**src/rtl/mem_arbiter.sv**
```systemverilog
// mem_arbiter: two-requester round-robin arbiter and access sequencer for
// the scratch memory. Each transaction runs IDLE -> ACCESS -> DONE, which
// gives one transaction per three cycles. Address, write data and write
// enable come from registers, so the memory sees stable inputs for a whole
// cycle.
//
// Optional build macro: MEM_ARB_CLEAR_EN
//   When it is defined, leaving reset enters a CLEAR sweep. The sweep
//   writes zero to cells 0..CELL_COUNT-1, one cell per cycle, and then
//   moves to IDLE.
//
// Ports:
//   clk, reset_n            clock, async active-low reset
//   req/we/addr/wdata{0,1}  requester transaction inputs, held until ack
//   gnt{0,1}                requester owns the memory (ACCESS cycle)
//   ack{0,1}                one-cycle completion pulse (DONE cycle)
//   rdata{0,1}              registered read result, held until the next read
//   mem_*                   memory port (read addr, write addr/data/enable, read data)
//   busy                    arbiter is not in IDLE
module mem_arbiter #(
  parameter int ADDR_WIDTH = 8,
  parameter int DATA_WIDTH = 4,
  parameter int CELL_COUNT = 256
) (
  input  logic                  clk,
  input  logic                  reset_n,
  input  logic                  req0,
  input  logic                  we0,
  input  logic [ADDR_WIDTH-1:0] addr0,
  input  logic [DATA_WIDTH-1:0] wdata0,
  output logic                  gnt0,
  output logic                  ack0,
  output logic [DATA_WIDTH-1:0] rdata0,
  input  logic                  req1,
  input  logic                  we1,
  input  logic [ADDR_WIDTH-1:0] addr1,
  input  logic [DATA_WIDTH-1:0] wdata1,
  output logic                  gnt1,
  output logic                  ack1,
  output logic [DATA_WIDTH-1:0] rdata1,
  output logic [ADDR_WIDTH-1:0] mem_read_address,
  output logic [ADDR_WIDTH-1:0] mem_write_address,
  output logic [DATA_WIDTH-1:0] mem_write_data,
  output logic                  mem_write_enable,
  input  logic [DATA_WIDTH-1:0] mem_read_data,
  output logic                  busy
);

  // The clear sweep addresses every cell, so the cells must fit the address space.
  if (CELL_COUNT > (1 << ADDR_WIDTH)) begin : g_bad_cell_count
    $error("mem_arbiter: CELL_COUNT exceeds address space");
  end

`ifdef MEM_ARB_CLEAR_EN
  typedef enum logic [1:0] {IDLE, ACCESS, DONE, CLEAR} state_t;
  localparam state_t RESET_STATE = CLEAR;
`else
  typedef enum logic [1:0] {IDLE, ACCESS, DONE} state_t;
  localparam state_t RESET_STATE = IDLE;
`endif

  state_t                state, state_d;
  logic                  last_grant, sel;
  logic                  take, pick;
  logic                  we_q;
  logic [ADDR_WIDTH-1:0] addr_q;
  logic [DATA_WIDTH-1:0] wdata_q;

`ifdef MEM_ARB_CLEAR_EN
  logic [ADDR_WIDTH-1:0] clr_cnt;
  logic                  clearing;
`endif

  // Next state. A request is sampled only in IDLE. On a tie the requester
  // that did not win last time is chosen.
  always_comb begin
    state_d = state;
    take    = 1'b0;
    pick    = 1'b0;
    case (state)
      IDLE: if (req0 || req1) begin
        take    = 1'b1;
        pick    = (req0 && req1) ? ~last_grant : req1;
        state_d = ACCESS;
      end
      ACCESS:  state_d = DONE;
      DONE:    state_d = IDLE;
`ifdef MEM_ARB_CLEAR_EN
      CLEAR:   if (clr_cnt == ADDR_WIDTH'(CELL_COUNT - 1)) state_d = IDLE;
`endif
      default: state_d = IDLE;
    endcase
  end

  always_ff @(posedge clk or negedge reset_n) begin
    if (!reset_n) begin
      state      <= RESET_STATE;
      last_grant <= 1'b1;
      sel        <= 1'b0;
      we_q       <= 1'b0;
      addr_q     <= '0;
      wdata_q    <= '0;
      rdata0     <= '0;
      rdata1     <= '0;
    end else begin
      state <= state_d;
      if (take) begin
        last_grant <= pick;
        sel        <= pick;
        we_q       <= pick ? we1    : we0;
        addr_q     <= pick ? addr1  : addr0;
        wdata_q    <= pick ? wdata1 : wdata0;
      end
      if (state == ACCESS) begin
        // The write enable lasts only for the ACCESS cycle. Address and data
        // keep their values through DONE and IDLE.
        we_q <= 1'b0;
        if (!we_q) begin
          if (sel) rdata1 <= mem_read_data;
          else     rdata0 <= mem_read_data;
        end
      end
    end
  end

  assign gnt0             = (state == ACCESS) && !sel;
  assign gnt1             = (state == ACCESS) &&  sel;
  assign ack0             = (state == DONE)   && !sel;
  assign ack1             = (state == DONE)   &&  sel;
  assign mem_read_address = addr_q;

`ifdef MEM_ARB_CLEAR_EN
  always_ff @(posedge clk or negedge reset_n) begin
    if (!reset_n)              clr_cnt <= '0;
    else if (state == CLEAR)   clr_cnt <= clr_cnt + 1'b1;
  end

  // CLEAR is the reset state. It is qualified with reset_n so that the
  // outputs stay quiet while reset is held.
  assign clearing          = (state == CLEAR) && reset_n;
  assign mem_write_enable  = we_q | clearing;
  assign mem_write_address = clearing ? clr_cnt : addr_q;
  assign mem_write_data    = clearing ? '0 : wdata_q;
  assign busy              = reset_n && (state != IDLE);
`else
  assign mem_write_enable  = we_q;
  assign mem_write_address = addr_q;
  assign mem_write_data    = wdata_q;
  assign busy              = (state != IDLE);
`endif

endmodule

```
**config.mk**
```make
export PLATFORM = sky130hd
export DESIGN_NAME = mem_arbiter
export DESIGN_NICKNAME = d
export VERILOG_FILES = /design/src/rtl/mem_arbiter.sv
export SDC_FILE = /design/constraint.sdc
export NUM_CORES = 1
export LEC_CHECK = 0
export ABC_AREA = 1
export ABC_CLOCK_PERIOD_IN_PS = 1100
export CORE_MARGIN = 2
export CORE_UTILIZATION = 36
export DETAILED_ROUTE_END_ITERATION = 8
export GPL_ROUTABILITY_DRIVEN = 0
export PLACE_DENSITY = 0.86
export SLEW_MARGIN = 5
export SYNTH_ARGS = -nofsm -noshare
export SYNTH_HDL_FRONTEND = slang
export SYNTH_SLANG_ARGS = --single-unit
```
**constraint.sdc**
```tcl
create_clock -name clk -period 1.1 [get_ports clk]
set_input_delay 0.22 -clock clk [delete_from_list [all_inputs] [get_ports clk]]
set_output_delay 0.22 -clock clk [all_outputs]
set_load 0.02 [all_outputs]
```
==> run metrics, run 1 <==
Final Critical Period between 1 and 1.5 ns; maxcap violations 0; vias in the first global route around 1400; worst min-delay path category primary input to asynchronous set/reset pin; largest net degree at the start of global routing 26; area delta synth->final 64.61%; setup ws final -0.2607 ns; Slew Viols, Final 0; Initial Util 0.3718; crit path max-delay cell type dfrtp_2; Gate power share 0.624; total stage count of the critical path 10; post-route insts no fill 330; final core occ 0.6121; Top Ports 68; cell count after synthesis 197; Yosys reg bits 25; Clock power frac 0.089; switching share of power 0.4634; Clk Tree Root Cell clkbuf_8; failing checks negative setup slack; hold_ws about 0.3 ns; antenna cell count 0; Post-Synthesis Cell Area roughly 0.0014 mm2; Die ar. between 0.004 and 0.005 mm2; final setup fails 29; Psw between 0.002 and 0.003 W; DR pass1 iterations 4; Placement Setup Slack -0.4142 ns; initial antenna violation count 0; most common cell after layout, fill and taps aside nand2_1; slowest stage delay, CP 0.45 ns; Die X about 65 um; Req. time, crit path between 1 and 1.5 ns; total CTS buffers 3; CP top delay family buffers and inverters; drt total wl between 3000 and 4000 um; fmax roughly 730 MHz; FP Rows 22; final net count around 320; CP Max Fanout 8; crit path buf inv count 5; drt drc 0; crit path kind flip-flop to flip-flop; Distinct cells, synth 14; drt initial violations 34; Clock Latency Late Sink approximately 0.26 ns; Clock Path Buffers 2; Core Area 0.003661 mm2; first-pass GRT wire length about 5800 um; Reg clk slew, reported paths approximately 0.080 ns; post-synth top area share 0.4412; Placed Instances 325; sequential element share of the synthesized area 0.4605; Final Hold Vio Count 0; Synth area leader dfrtp_1; wire per inst ~11 um; PortBufs 67; CTS tree done; gr ovfl total 0; Die Ht 65.50 um; vias 1415; H-tree Lvls 1; Power per Cell Area 2661 mW/mm2; Ys Warns 0; Seq pwr share 0.286; clk_skew around 0.00093 ns; worst-margin pin slew 0.2212 ns; Worst EP arrival roughly 1.6 ns; Clock Sinks 25; reg-to-reg slack, setup -0.26 ns; layout cells sized above 1 0.3865; Post-DRT Antenna Nets 0; GRT Resource Usage Total 0.1748; RSZ-0062 raised after global routing yes; static leakage between 1 and 1.5 nW; r2r worst-path depth 10; top cells by area, synth dfrtp_1 (44%), nand2_1 (22%), inv_1 (13%), nand3_1 (5.5%), buf_4 (4.4%); internal power about 0.0032 W; Critical Path Source Type flip-flop; Tcrit/Tclk final 1.237; CP Cell Sequence buf_6 -> inv_4 -> nand2_4 -> buf_6 -> nor2_4 -> buf_6 -> nand2_1 -> inv_1 -> nand2_1 -> nand2_1; Avg Inst Size Synth roughly 7 um2; endpoint class of the critical path flip-flop; post-detailed-route via-to-cell ratio roughly 4.3; Final HPWL DP 2737 um; outcome finished with violations; peak supply drop ~1.0 mV; most frequent cells in the layout nand2_1 (52), inv_1 (40), clkdlybuf4s50_1 (33), buf_2 (30), nand2_2 (25); net count after synthesis approximately 230; worst relative slew slack 0.8520
-- logic make-up (layout without fill, tap and decap cells) --
logic type             after synthesis  after routing  synth area share
buffers and inverters               62            147            0.2068
and+or+nand+nor                    101            101            0.2996
DFF                                 25             25            0.4605
AOI/OAI and AO/OA                    9              9           0.03309
-- flip-flops by register name, indices dropped and copies added, names as in the netlist --
name	cells
mem_write_data	4
mem_write_enable	1
rdata1	4
mem_read_address	8
last_grant	1
sel	1
rdata0	4
state	2
-- Yosys cell counts, drive strengths merged --
master / count
nor2: 5
o21ai: 9
inv: 47
buf: 13
nand3: 15
dfstp: 1
clkinv: 2
nor3: 2
dfrtp: 24
nand2: 79
-- worst paths after layout --
path,from,end
max reg2reg,state[0],mem_write_data[3]
max in group asynchronous,reset_n,last_grant
max,state[0],mem_write_data[3]
min,reset_n,mem_read_address[6]
min reg2reg,rdata0[0],rdata0[0]
min in group clk,rdata0[0],rdata0[0]
-- layer usage --
| layer | vias up | routed length [um] | track usage | part of all wire |
|---|---|---|---|---|
| met5 | - | 0 | 0 | 0 |
| met4 | 0 | 44 | 0.05990 | 0.013 |
| met3 | 4 | 153 | 0.01712 | 0.044 |
| met2 | 43 | 1863 | 0.3253 | 0.54 |
| met1 | 642 | 1419 | 0.2085 | 0.41 |
| li1 | 726 | - | - | - |
-- final cells by class --
class / instances / area (um2)
clock inverters: 1 / 5.005
repair buffers: 94 / 755.7
fillers: 361 / 1420
multi-input cells: 110 / 564.3
inverters: 49 / 186.4
clock buffers: 3 / 41.29
flip-flops and latches: 25 / 628.1
well taps: 48 / 60.06
-- metrics by stage --
step	total power [W]	area, um2	setup TNS [ns]
6_report	0.005964	2241	-5.003
4_1_cts	0.005839	2195	-4.676
3_5_place_dp	0.005584	2245	-10.16
3_3_place_gp	0.005473	2245	-8.834
2_1_floorplan	0.003798	1410	-0.7980
5_1_grt	0.006420	2241	-6.994
-- repair_timing --
action,4_1_cts,5_1_grt
hold buffers,0,0
resized for setup,164,20
pin swaps,6,10
endpoints found under the setup margin,58,29
buffers inserted,0,1
-- power by group through the flow --
stage	clock network [W]	registers, W	logic, W
after global placement	0	0.00168	0.00379
after detailed placement	0	0.00170	0.00388
after global routing	0.000588	0.00177	0.00406
after floorplan	0	0.00214	0.00166
final	0.000534	0.00171	0.00372
after CTS	0.000544	0.00171	0.00359
No activity file was read; power rests on OpenSTA's default activity.
==> run 2: changes to the inputs <==
--- a/config.mk
+++ b/config.mk
@@ -6,12 +6,12 @@
 export NUM_CORES = 1
 export LEC_CHECK = 0
 export ABC_AREA = 1
-export ABC_CLOCK_PERIOD_IN_PS = 1100
+export ABC_CLOCK_PERIOD_IN_PS = 1550
 export CORE_MARGIN = 2
-export CORE_UTILIZATION = 36
+export CORE_UTILIZATION = 40
 export DETAILED_ROUTE_END_ITERATION = 8
 export GPL_ROUTABILITY_DRIVEN = 0
-export PLACE_DENSITY = 0.86
+export PLACE_DENSITY = 0.9
 export SLEW_MARGIN = 5
 export SYNTH_ARGS = -nofsm -noshare
 export SYNTH_HDL_FRONTEND = slang
==> constraint.sdc (replaced) <==
create_clock -name clk -period 1.55 [get_ports clk]
set_input_delay 0.31 -clock clk [delete_from_list [all_inputs] [get_ports clk]]
set_output_delay 0.31 -clock clk [all_outputs]
set_load 0.02 [all_outputs]
==> run 2 against run 1 <==
Compared with the run above: the flow now finishes without violations; final cell count shrank 5.8%; clock skew grew 0.0086 ns; combinational power shrank 41%; final area shrank 7.6%; core utilization grew 1.3 points; highest routed layer unchanged; critical path type is now flip-flop to output port; clock power shrank 48%; first-iteration DRC count grew 110%; routed wire length shrank 6.7%; die area shrank 9.4%; via count shrank 3.5%; worst hold slack gained 0.054 ns; sequential share of layout area grew 2.3 points.
==> run metrics, run 2 (synthesized netlist as in run 1, its figures left out) <==
drt drc 0 (unchanged); Register Area 628.1 um2 (unchanged); Core Area 0.003311 mm2 (-9.6%); PortBufs 67 (unchanged); maxcap violations 0 (unchanged); Reg clk slew, reported paths 0.13 ns (+0.05 ns); Post-DRT Antenna Nets 0 (unchanged); crit path buf inv count 1 (-4); total CTS buffers 3 (unchanged); worst-margin pin slew 0.3132 ns (+0.09200 ns); Req. time, crit path 1.24 ns (-0.07 ns); Die X 62.34 um (-4.8%); CP top delay family flip-flops; worst min-delay path category primary input to asynchronous set/reset pin; RSZ-0062 raised after global routing yes; initial antenna violation count 0 (unchanged); outcome finished clean; Clock Path Buffers 2 (unchanged); Critical Path Source Type flip-flop; Die Ht 62.34 um (-4.8%); post-detailed-route via-to-cell ratio 4.389 (+2.4%); FP Rows 21 (-4.5%); endpoint class of the critical path output port; slowest stage delay, CP 0.46 ns (about the same); drt initial violations 73 (+110%); antenna cell count 0 (unchanged); DR pass1 iterations 5 (+1); final setup fails 0 (-100%); total stage count of the critical path 2 (-8); CP Max Fanout 5 (-3); area of the multi-input gates 460.4 um2 (-18%); Worst EP arrival 1.15 ns (-0.42 ns); Setup TNS Final 0 ns (+5.003 ns); Top Ports 68 (unchanged); most frequent cells in the layout nand2_1 (78), inv_1 (45), clkdlybuf4s50_1 (33), dlygate4sd2_1 (29), dfrtp_1 (23); area delta synth->final 52.11%; Tcrit/Tclk final 0.9437; final net count 300 (-5.4%); first-pass GRT wire length 5540 um (-5.0%); clk_skew 0.009540 ns (+0.008611 ns); max reg flops 8 (unchanged); layout cells sized above 1 0.09811 (-0.2884); drt total wl 3249 um (-6.7%); Power per Cell Area 1777 mW/mm2 (-33%); Final Hold Vio Count 0 (unchanged); Die ar. 0.003886 mm2 (-9.4%); vias 1365 (-3.5%); crit path max-delay cell type dfrtp_2; wire per inst 10.45 um (-0.99%); Slew Viols, Final 0 (unchanged); r2r worst-path depth 10 (unchanged); fmax 683.7 MHz; static leakage 1.253 nW (-5.0%); CP Cell Sequence nor3_1 -> buf_2; most common cell after layout, fill and taps aside nand2_1; crit path kind flip-flop to output port; peak supply drop 0.6820 mV (-34%); Clock Latency Late Sink 0.31 ns (+0.05 ns); Initial Util 0.4112 (+0.03935); post-route insts no fill 311 (-5.8%); worst relative slew slack 0.7912 (-0.06079); GRT Resource Usage Total 0.1754 (+0.0006006); FILL cells 322 (-11%); Final Critical Period 1.463 ns; Final HPWL DP 2542 um (-7.1%); largest net degree at the start of global routing 26 (unchanged); Clock Sinks 25 (unchanged); CTS tree done; Placed Instances 305 (-6.2%); gr ovfl total 0 (unchanged); vias in the first global route 1225 (-9.6%); H-tree Lvls 1 (unchanged); Clk Tree Root Cell clkbuf_4
run 2: changes by cell type in the layout (fill, tap and decap cells not counted), sizes merged:
cell         change
dlygate4sd2     +29
inv              -1
clkbuf           +1
buf             -46
run 2: stage by stage:
stage	utilization	hold slack [ns]	cell area [um2]	total power (W)	setup slack (ns)
final	0.6255	0.3531	2071	0.003680	0.08734
after global routing	0.6255	0.3789	2071	0.003968	-0.004363
after CTS	0.6232	0.3622	2063	0.003683	0.003613
after detailed placement	0.6236	0.4588	2064	0.003632	-0.1229
after global placement	0.6236	0.4585	2064	0.003554	-0.08562
after floorplan	-	0.01441	1361	0.002582	0.2007
run 2: area by class of cell:
| cell class | count | area share |
|---|---|---|
| inverter | 49 | 0.08882 |
| tap | 46 | 0.02779 |
| sequential | 25 | 0.3033 |
| multi-input combinational | 110 | 0.2224 |
| timing repair buffer | 77 | 0.3450 |
| clock buffer | 4 | 0.01269 |
run 2: final timing paths:
path,slack [ns],end,start
worst min register to register,0.48,last_grant,last_grant
worst max-delay path,0.09,ack0,state[0]
max in group asynchronous,0.90,last_grant,reset_n
min in group clk,0.48,last_grant,last_grant
worst max register to register,0.19,mem_write_data[1],state[1]
worst min-delay path,0.35,rdata0[1],reset_n
run 2: worst reg2reg max path, delay by kind of cell, from the launching register on:
kind          cells  cell delay, ns
simple gates      5            0.37
flops             1            0.40
buf+inv           5            0.54
run 2: power breakdown:
group / internal (W) / switching, W
clock: 0.000100 / 0.000178
combinational: 0.000887 / 0.00132
sequential: 0.000980 / 0.000215
total: 0.00197 / 0.00171
run 2: repair_timing:
| action | in CTS | in global routing |
|---|---|---|
| pin swaps | 1 | 1 |
| resized for setup | 50 | 8 |
| hold buffers | 0 | 0 |
| setup endpoints to repair | 43 | 5 |
| setup buffers | 2 | 0 |
run 2: per-layer routing:
metal  global-route usage  vias to the layer above  share of wire
met5                    0                        -              0
met4              0.03056                        0         0.0025
met3              0.04710                        2          0.082
met2               0.3057                       54           0.49
met1               0.2221                      611           0.42
li1                     -                      698              -
==> run 3: changes to the inputs <==
--- a/config.mk
+++ b/config.mk
@@ -8,10 +8,12 @@
 export ABC_AREA = 1
 export ABC_CLOCK_PERIOD_IN_PS = 1550
 export CORE_MARGIN = 2
-export CORE_UTILIZATION = 40
+export CORE_UTILIZATION = 41
+export CTS_BUF_LIST = sky130_fd_sc_hd__clkbuf_4 sky130_fd_sc_hd__clkbuf_8
 export DETAILED_ROUTE_END_ITERATION = 8
 export GPL_ROUTABILITY_DRIVEN = 0
-export PLACE_DENSITY = 0.9
+export PLACE_DENSITY = 0.92
+export SKIP_LAST_GASP = 1
 export SLEW_MARGIN = 5
 export SYNTH_ARGS = -nofsm -noshare
 export SYNTH_HDL_FRONTEND = slang
==> run 3 against run 2 <==
Compared with the run above: count of clock-buffer cells in the layout stayed put; combinational power is 3% lower; critical path depth is 2 higher; sequential share of layout area is 0.27 points higher; largest cell class unchanged; sequential cell count stayed put; register-to-register slack better by 0.07 ns; final cell count is 0.96% lower; via count is 2.5% lower; critical path type unchanged.
==> run metrics, run 3 (synthesized netlist as in run 1, its figures left out) <==
outcome finished clean; r2r worst-path depth 6 (-4); setup ws final 0.03426 ns (-0.05308 ns); worst relative slew slack 0.7941 (+0.002847); crit path launch state[1]; max reg flops 8 (unchanged); Core Area 0.003103 mm2 (-6.3%); Final Critical Period 1.516 ns (+0.05308 ns); first-pass GRT wire length 5589 um (+0.88%); overall power 0.003631 W (-1.3%); CTS tree done; Die X 61.62 um (-1.1%); Worst R2R End mem_read_address[0]; Post-DRT Antenna Nets 0 (unchanged); Critical Path Source Type flip-flop; Tcrit/Tclk final 0.9779 (+0.03424); CP top delay family flip-flops; final net count 299 (-0.33%); Die ar. 0.003797 mm2 (-2.3%); crit path kind flip-flop to output port; FILL cells 322 (unchanged); Clk Tree Root Cell clkbuf_4; Worst EP arrival 1.21 ns (+0.06 ns); most frequent cells in the layout nand2_1 (79), inv_1 (46), clkdlybuf4s50_1 (33), dlygate4sd2_1 (29), dfrtp_1 (24); fmax 659.7 MHz (-3.5%); Power per Cell Area 1773 mW/mm2 (-0.26%); Clock Sinks 25 (unchanged); Initial Util 0.4387 (+0.02752); gr ovfl total 0 (unchanged); CP Max Fanout 4 (-1); Slew Viols, Final 0 (unchanged); total CTS buffers 3 (unchanged); CP Cell Sequence inv_1 -> nand2_1 -> nor2_2 -> buf_4; hold_ws 0.3413 ns (-0.01181 ns); crit path buf inv count 2 (+1); Final HPWL DP 2709 um (+6.6%); GRT Resource Usage Total 0.1973 (+0.02188); DR pass1 iterations 4 (-1); most common cell after layout, fill and taps aside nand2_1; Setup crit end gnt1; drt total wl 3323 um (+2.3%); worst-margin pin slew 0.3089 ns (-0.004270 ns); drt initial violations 46 (-37%); vias 1331 (-2.5%); post-detailed-route via-to-cell ratio 4.321 (-1.5%); drt drc 0 (unchanged); Register Area 626.9 um2 (-0.20%); static leakage 1.247 nW (-0.42%); Placement Setup Slack -0.08793 ns (+0.03501 ns); final setup fails 0 (unchanged); clk_skew 0.003476 ns (-0.006065 ns); Clock Latency Late Sink 0.30 ns (about the same); Clock Path Buffers 2 (unchanged); wire per inst 10.79 um (+3.3%); endpoint class of the critical path output port; peak supply drop 0.9213 mV (+35%); vias in the first global route 1314 (+7.3%); PortBufs 67 (unchanged); RSZ-0062 raised after global routing yes; area of the multi-input gates 457.9 um2 (-0.54%); H-tree Lvls 1 (unchanged); Final Hold Vio Count 0 (unchanged); Reg clk slew, reported paths 0.13 ns (about the same); crit path max-delay cell type dfrtp_1; Top Ports 68 (unchanged); worst min-delay path category primary input to asynchronous set/reset pin; dpl cell area 0.002069 mm2 (+0.24%); FP Rows 20 (-4.8%); Post-CTS Setup Inserts 0 (-2); Req. time, crit path 1.24 ns (about the same); maxcap violations 0 (unchanged); initial antenna violation count 0 (unchanged); layout cells sized above 1 0.08712 (-0.01099); total stage count of the critical path 4 (+2); slowest stage delay, CP 0.40 ns (-0.06 ns); antenna cell count 0 (unchanged); area delta synth->final 50.46%; final instance area 0.002048 mm2 (-1.1%); reg-to-reg slack, setup 0.26 ns (+0.07 ns); largest net degree at the start of global routing 26 (unchanged); reg2reg start last_grant; Die Ht 61.62 um (-1.1%)
## run 3: routing by layer
metal	routed length, um	global-route usage	up-vias	part of all wire
li1	-	-	693	-
met1	1356	0.2222	598	0.41
met2	1735	0.3729	38	0.52
met3	224	0.05252	2	0.067
met4	8	0.03647	0	0.0024
met5	0	0	-	0
## run 3: cell type report
class	instances	area share
Multi-Input combinational cell	110	0.2236
Tap cell	44	0.02688
Inverter	49	0.08980
Sequential cell	25	0.3060
Timing Repair Buffer	76	0.3390
Clock buffer	4	0.01466
## run 3: worst reg2reg max path, cell delays in order (launching register included)
cell	delay (ns)
dfstp_2	0.55
nand2_1	0.14
nand3_1	0.15
buf_4	0.17
nand2_1	0.06
nand2_1	0.06
nand2_1	0.05
## run 3: report_power, final
part,internal (W),leakage (nW),switching (W)
Combinational,0.000834,0.922,0.00132
Clock,0.000118,0.0184,0.000185
Sequential,0.000977,0.307,0.000198
## run 3: per-stage QoR
stage	cells	TNS, ns	util
global route	308	-0.07364	0.6601
global placement	304	-0.03253	0.6669
CTS	308	-0.1056	0.6609
finish	308	0	0.6601
detailed placement	304	-0.1632	0.6669
floorplan	197	0	-
## run 3: worst min path at each step
stage | startpoint | to | slack [ns] | cells after the start
floorplan | reset_n | mem_read_address[0] | 0.01 | 0
global placement | last_grant | last_grant | 0.45 | 2
detailed placement | mem_write_data[2] | mem_write_data[2] | 0.47 | 2
CTS | reset_n | rdata1[3] | 0.35 | 2
global route | reset_n | rdata0[3] | 0.36 | 2
finish | reset_n | rdata1[3] | 0.34 | 2
## run 3: what timing repair did
item                                    in CTS  in global routing
gates cloned                                 0                  0
hold buffers                                 0                  0
gates resized for setup                     49                  6
endpoints found under the setup margin      34                  3
pin swaps                                    0                  0
endpoints found under the hold margin        0                  0
